==> src/rtl/ro_scan_pkg.sv <==
// Shared types and widths for the ring-oscillator scan controller.
package ro_scan_pkg;

    localparam int unsigned SEL_W = 11;
    localparam int unsigned TS_W  = 32;

    typedef enum logic [1:0] {
        IDLE,
        SETTLE,
        GATE,
        REPORT
    } scan_state_e;

endpackage

==> src/rtl/ro_scan_controller_edge_counter.sv <==
// ro_edge_counter: 2-flop synchronizer, rising-edge detect and a saturating
// edge counter with synchronous clear and count enable.
module ro_edge_counter #(
    parameter int unsigned CNT_W = 20
) (
    input  logic             clk,
    input  logic             rst,
    input  logic             ro_i,
    input  logic             clr_i,
    input  logic             en_i,
    output logic [CNT_W-1:0] count_o
);

    logic             sync1_q;
    logic             sync2_q;
    logic             prev_q;
    logic             rise;
    logic [CNT_W-1:0] cnt_q;
    logic [CNT_W-1:0] cnt_d;

    always_ff @(posedge clk or posedge rst) begin
        if (rst) begin
            sync1_q <= 1'b0;
            sync2_q <= 1'b0;
            prev_q  <= 1'b0;
            cnt_q   <= '0;
        end else begin
            sync1_q <= ro_i;
            sync2_q <= sync1_q;
            prev_q  <= sync2_q;
            cnt_q   <= cnt_d;
        end
    end

    assign rise = sync2_q & ~prev_q;

    // Clear wins over counting; the count sticks at all-ones instead of wrapping.
    always_comb begin
        cnt_d = cnt_q;
        if (clr_i) begin
            cnt_d = '0;
        end else if (en_i && rise && (cnt_q != '1)) begin
            cnt_d = cnt_q + CNT_W'(1);
        end
    end

    assign count_o = cnt_q;

endmodule

==> src/rtl/ro_scan_controller.sv <==
// Ring-oscillator scan sequencer: steps the mux select, settles, gates an edge
// count and streams one result per RO. Optional macro RO_SCAN_TIMESTAMP_EN adds sample_ts.
module ro_scan_controller
    import ro_scan_pkg::*;
#(
    parameter int unsigned NWAY          = 5,
    parameter int unsigned GATE_CYCLES   = 1024,
    parameter int unsigned SETTLE_CYCLES = 16,
    parameter int unsigned CNT_W         = 20
) (
    input  logic             clk,
    input  logic             rst,
    input  logic             start,
    input  logic             continuous,
    input  logic             ro_selected,
    output logic [SEL_W-1:0] select,
    output logic             busy,
    output logic             sample_valid,
    input  logic             sample_ready,
    output logic [SEL_W-1:0] sample_idx,
    output logic [CNT_W-1:0] sample_count,
`ifdef RO_SCAN_TIMESTAMP_EN
    output logic [TS_W-1:0]  sample_ts,
`endif
    output logic             scan_done
);

    if (NWAY < 1 || NWAY > 2048) begin : g_bad_nway
        $error("ro_scan_controller: NWAY must be in 1..2048");
    end
    if (GATE_CYCLES < 1) begin : g_bad_gate
        $error("ro_scan_controller: GATE_CYCLES must be >= 1");
    end
    if (SETTLE_CYCLES < 3) begin : g_bad_settle
        $error("ro_scan_controller: SETTLE_CYCLES must be >= 3");
    end

    localparam int unsigned TMAX  = (GATE_CYCLES >= SETTLE_CYCLES) ? GATE_CYCLES : SETTLE_CYCLES;
    localparam int unsigned TMR_W = $clog2(TMAX + 1);

    scan_state_e      state_q, state_d;
    logic [TMR_W-1:0] timer_q, timer_d;
    logic [SEL_W-1:0] sel_q, sel_d;
    logic             sv_q, sv_d;
    logic [SEL_W-1:0] sidx_q, sidx_d;
    logic [CNT_W-1:0] scnt_q, scnt_d;
    logic             done_q, done_d;
    logic             cnt_clr;
    logic             cnt_en;
    logic [CNT_W-1:0] edge_count;

`ifdef RO_SCAN_TIMESTAMP_EN
    logic [TS_W-1:0]  ts_q;
    logic [TS_W-1:0]  sts_q, sts_d;
`endif

    ro_edge_counter #(
        .CNT_W (CNT_W)
    ) u_edge_counter (
        .clk     (clk),
        .rst     (rst),
        .ro_i    (ro_selected),
        .clr_i   (cnt_clr),
        .en_i    (cnt_en),
        .count_o (edge_count)
    );

    always_ff @(posedge clk or posedge rst) begin
        if (rst) begin
            state_q <= IDLE;
            timer_q <= '0;
            sel_q   <= '0;
            sv_q    <= 1'b0;
            sidx_q  <= '0;
            scnt_q  <= '0;
            done_q  <= 1'b0;
        end else begin
            state_q <= state_d;
            timer_q <= timer_d;
            sel_q   <= sel_d;
            sv_q    <= sv_d;
            sidx_q  <= sidx_d;
            scnt_q  <= scnt_d;
            done_q  <= done_d;
        end
    end

`ifdef RO_SCAN_TIMESTAMP_EN
    always_ff @(posedge clk or posedge rst) begin
        if (rst) begin
            ts_q  <= '0;
            sts_q <= '0;
        end else begin
            ts_q  <= ts_q + TS_W'(1);
            sts_q <= sts_d;
        end
    end
`endif

    // GATE spans GATE_CYCLES counting cycles plus one capture cycle, so the
    // final gate cycle's edge lands in the counter before it is sampled.
    always_comb begin
        state_d = state_q;
        timer_d = timer_q;
        sel_d   = sel_q;
        sv_d    = sv_q;
        sidx_d  = sidx_q;
        scnt_d  = scnt_q;
        done_d  = 1'b0;
        cnt_clr = 1'b0;
        cnt_en  = 1'b0;
`ifdef RO_SCAN_TIMESTAMP_EN
        sts_d   = sts_q;
`endif
        unique case (state_q)
            IDLE: begin
                if (start) begin
                    sel_d   = '0;
                    timer_d = '0;
                    state_d = SETTLE;
                end
            end
            SETTLE: begin
                if (timer_q == TMR_W'(SETTLE_CYCLES - 1)) begin
                    timer_d = '0;
                    cnt_clr = 1'b1;
                    state_d = GATE;
                end else begin
                    timer_d = timer_q + TMR_W'(1);
                end
            end
            GATE: begin
                if (timer_q == TMR_W'(GATE_CYCLES)) begin
                    sv_d    = 1'b1;
                    sidx_d  = sel_q;
                    scnt_d  = edge_count;
`ifdef RO_SCAN_TIMESTAMP_EN
                    sts_d   = ts_q;
`endif
                    state_d = REPORT;
                end else begin
                    cnt_en  = 1'b1;
                    timer_d = timer_q + TMR_W'(1);
                end
            end
            REPORT: begin
                if (sample_ready) begin
                    sv_d    = 1'b0;
                    timer_d = '0;
                    if (sel_q < SEL_W'(NWAY - 1)) begin
                        sel_d   = sel_q + SEL_W'(1);
                        state_d = SETTLE;
                    end else if (continuous) begin
                        sel_d   = '0;
                        state_d = SETTLE;
                    end else begin
                        done_d  = 1'b1;
                        state_d = IDLE;
                    end
                end
            end
            default: state_d = IDLE;
        endcase
    end

    assign select       = sel_q;
    assign busy         = (state_q != IDLE);
    assign sample_valid = sv_q;
    assign sample_idx   = sidx_q;
    assign sample_count = scnt_q;
    assign scan_done    = done_q;
`ifdef RO_SCAN_TIMESTAMP_EN
    assign sample_ts    = sts_q;
`endif

endmodule
==> config.mk <==
export PLATFORM = sky130hd
export DESIGN_NAME = ro_scan_controller
export DESIGN_NICKNAME = d
export VERILOG_FILES = /design/src/rtl/ro_scan_pkg.sv /design/src/rtl/ro_scan_controller_edge_counter.sv /design/src/rtl/ro_scan_controller.sv
export SDC_FILE = /design/constraint.sdc
export NUM_CORES = 1
export LEC_CHECK = 0
export ABC_AREA = 1
export BUFFER_PORTS_ARGS = -buffer_cell sky130_fd_sc_hd__buf_2
export CORE_UTILIZATION = 53
export DETAILED_ROUTE_END_ITERATION = 8
export PLACE_DENSITY = 0.77
export SLEW_MARGIN = 20
export SYNTH_ARGS = -nofsm -noshare
export SYNTH_HDL_FRONTEND = slang
export SYNTH_SLANG_ARGS = --single-unit
==> constraint.sdc <==
create_clock -name clk -period 2.45 [get_ports clk]
set_input_delay 0.3675 -clock clk [delete_from_list [all_inputs] [get_ports clk]]
set_output_delay 0.3675 -clock clk [all_outputs]
set_load 0.01 [all_outputs]
==> key figures <==
Power
  • Maximum VDD drop: 0.437 mV
  • Cell Int Power: slightly below 2000 uW
  • Switching power: around 1100 uW
  • Part of the power in registers: between 40% and 50%
  • Net Sw Frac: a little over a third
  • PD cells: around 660 nW/um2
  • Gate power share: 23.6%
  • Leakage: 0.00252 uW
  • Power share of the clock group: about 29%

Layout
  • Area Growth Syn to Fin: 10.9%
  • Final nets: slightly above 600
  • Most common cell after layout, fill and taps aside: nand2_1
  • Most frequent cells in the layout: nand2_1, dfrtp_1, nand3_1
  • Layout Cells excl Fill: between 600 and 700
  • Diode count: 0
  • Layout cells sized above 1: about 17%
  • Final core occ: about three fifths

STA
  • Max Freq: 491 MHz
  • Setup TNS: 0 ns
  • Worst Tran Pin Value: 0.701 ns
  • RSZ-0062 raised after global routing: no
  • Setup Viol. Count Final: 0
  • Final setup margin: 0.413 ns
  • Tcrit/Tclk final: just over 80%
  • Rel. slew slack: between 50% and 60%
  • Final Hold Viols: 8
  • Max-slew violations: 0
  • Final Skew: slightly below 0.007 ns
  • Post-layout min period: between 2 and 2.5 ns
  • Smallest hold slack: -0.00573 ns

Die
  • # rows: 32
  • Core area: slightly below 8000 um2
  • DIE AREA: around 8400 um2
  • Die width: 91.7 um
  • Die Y: approximately 90 um
  • Starting Density: around 55%
  • I/O Pins: just over 50

Critical path
  • Setup CP Type: reg2reg
  • Worst Setup Start Kind: register
  • Kind of end point of the critical path: register
  • Arrival time at the worst endpoint: between 2 and 2.5 ns
  • Worst Path Max Fanout: 18
  • Req. time, crit path: between 2 and 3 ns

Drt
  • Initial drt markers: slightly above 200
  • Vias per std cell: 5.12
  • DR top layer: met4
  • Met2 WL: ~4.2 mm
  • Post-route ant nets: 0
  • WL met3: around 290 um
  • Total wire length: between 8 and 9 mm
  • Metal1 wirelength: approximately 4.3 mm
  • Vias: between 3000 and 4000
  • Drt first pass iters: 5
  • Routed WL per cell: about 13 um
  • DRC viols: 0

Synth
  • Post-synth top area share: about 47%
  • Seq/Total Area, Yosys: between 40% and 50%
  • Syn nets: ~560
  • Synthesized area: roughly 4300 um2
  • Post-synthesis average cell area: approximately 7.9 um2
  • Cell accounting for the most synthesized area: dfrtp_1
  • Ys Warns: 0
  • Largest cells by area after synthesis: dfrtp_1, nand2_1, nand3_1
  • Synth unique cells: 26
  • Mapped Cells: about 540
  • Yosys reg bits: 80

Global route
  • Vias in the first global route: 3244
  • All-layer global routing usage: a little under a quarter
  • First-pass GRT wire length: 15.1 mm
  • Grt ovf: 0
  • Initial antenna violation count: 0
  • Largest net degree at the start of global routing: 57

Placed design
  • Dpl ws: 0.421 ns
  • PortBufs: 50
  • Placed Cells: between 600 and 700
  • GPL Wtd Cong: 0.917
  • Post-DP HPWL: 6.34 mm

CTS
  • Number of post-CTS setup repair buffers: 0
  • Worst skew pair latency: 0.35 ns
  • CTS resizes: 0
  • CTS H-Tree Depth: 3
  • Clock-pin slew on the worst setup and hold paths: approximately 0.09 ns
  • CTS Buffer Depth: 2
  • Root buffer cell: clkbuf_8
  • Hold-fix buffers at CTS: 0
  • Clk sinks: 80
  • CTS tree: built
  • Cts bufs inserted: 9

Job
  • Max cap viols: 0

Hold path
  • HP Class: in2async

Outcome
  • Outcome: finished with violations
  • Violated checks: hold timing
-- area by class of cell --
class / instances / area [um2]
timing repair buffer: 52 / 278
inverter: 55 / 208
tap: 102 / 128
clock inverter: 7 / 55.1
clock buffer: 9 / 124
multi-input combinational: 392 / 1930
sequential: 80 / 2000
fill: 720 / 3040
-- metrics by stage --
stage                     hold WS [ns]  power [uW]  cell area, um2
after global routing            0.0311        3300            4730
after floorplan                  0.331        2050            4260
after global placement           0.332        2200            4550
after detailed placement         0.336        2230            4550
after CTS                      0.00834        3120            4730
final                         -0.00573        3110            4730
-- cell families (layout without fill, tap and decap cells) --
family,Yosys count,count (layout),share of synthesized area (%)
fa+ha+maj,9,9,2.64
simple gates,333,333,35.5
flops,80,80,47.0
xor+xnor,14,14,2.88
compound gates,36,36,4.37
buf+inv,71,123,7.66
-- worst paths after layout --
kind / from / end / slack, ns / cells after the start
max: state_q[0]$_DFFE_PP0P_ / u_edge_counter.count_o[13]$_DFFE_PP0P_ / 0.41 / 8
min: rst / sample_idx[7]$_DFFE_PP0P_ / -0.006 / 2
max reg2reg: state_q[0]$_DFFE_PP0P_ / u_edge_counter.count_o[13]$_DFFE_PP0P_ / 0.41 / 8
min reg2reg: u_edge_counter.sync1_q$_DFF_PP0_ / u_edge_counter.sync2_q$_DFF_PP0_ / 0.35 / 0
max in group asynchronous: rst / u_edge_counter.count_o[10]$_DFFE_PP0P_ / 1.81 / 3
min in group clk: ro_selected / u_edge_counter.sync1_q$_DFF_PP0_ / 0.11 / 1
-- registers in the layout, indices dropped and copies added, names as in the netlist --
signal                  count
select                     11
u_edge_counter.sync2_q      1
scan_done                   1
sample_valid                1
u_edge_counter.sync1_q      1
state_q                     2
sample_count               20
timer_q                    11
sample_idx                 11
u_edge_counter.prev_q       1
u_edge_counter.count_o     20
-- critical path: stages, from the launching register on --
cell     delay, ns
dfrtp_1       0.43
inv_1         0.12
ha_1          0.30
inv_1         0.20
nor2_4        0.18
nand2_2       0.08
nor2_4        0.43
nand3_1       0.14
nand2_1       0.09
-- synth_stat cells --
cell       instances
xor2_1            14
buf_4              3
nand4_1            5
o2111ai_1          1
nor2_4             6
a21oi_1            5
dfrtp_1           80
inv_2              5
o31ai_1            1
nand3_2           13
o21ai_0           19
nor2_2             2
nor3_1             5
clkinv_1           1
buf_2              3
buf_6              6
nor2_1            51
nand2_4            2
nand3b_1           2
nand3_1           64
clkbuf_1           4
inv_1             49
nand2_2            4
o21ai_1           10
ha_1               9
nand2_1          179
-- layer usage --
layer | track usage (%) | vias to the layer above
li1 | - | 1814
met1 | 30.5 | 1668
met4 | 8.86 | 0
met3 | 4.06 | 12
met5 | 0 | -
met2 | 36.8 | 74
-- power groups by stage --
stage	registers [uW]	clock network, uW	logic, uW
final	1480	899	732
after global routing	1490	979	833
after CTS	1480	914	732
after detailed placement	1500	0	729
after global placement	1500	0	709
after floorplan	1490	0	562
No activity file was read; power rests on OpenSTA's default activity.
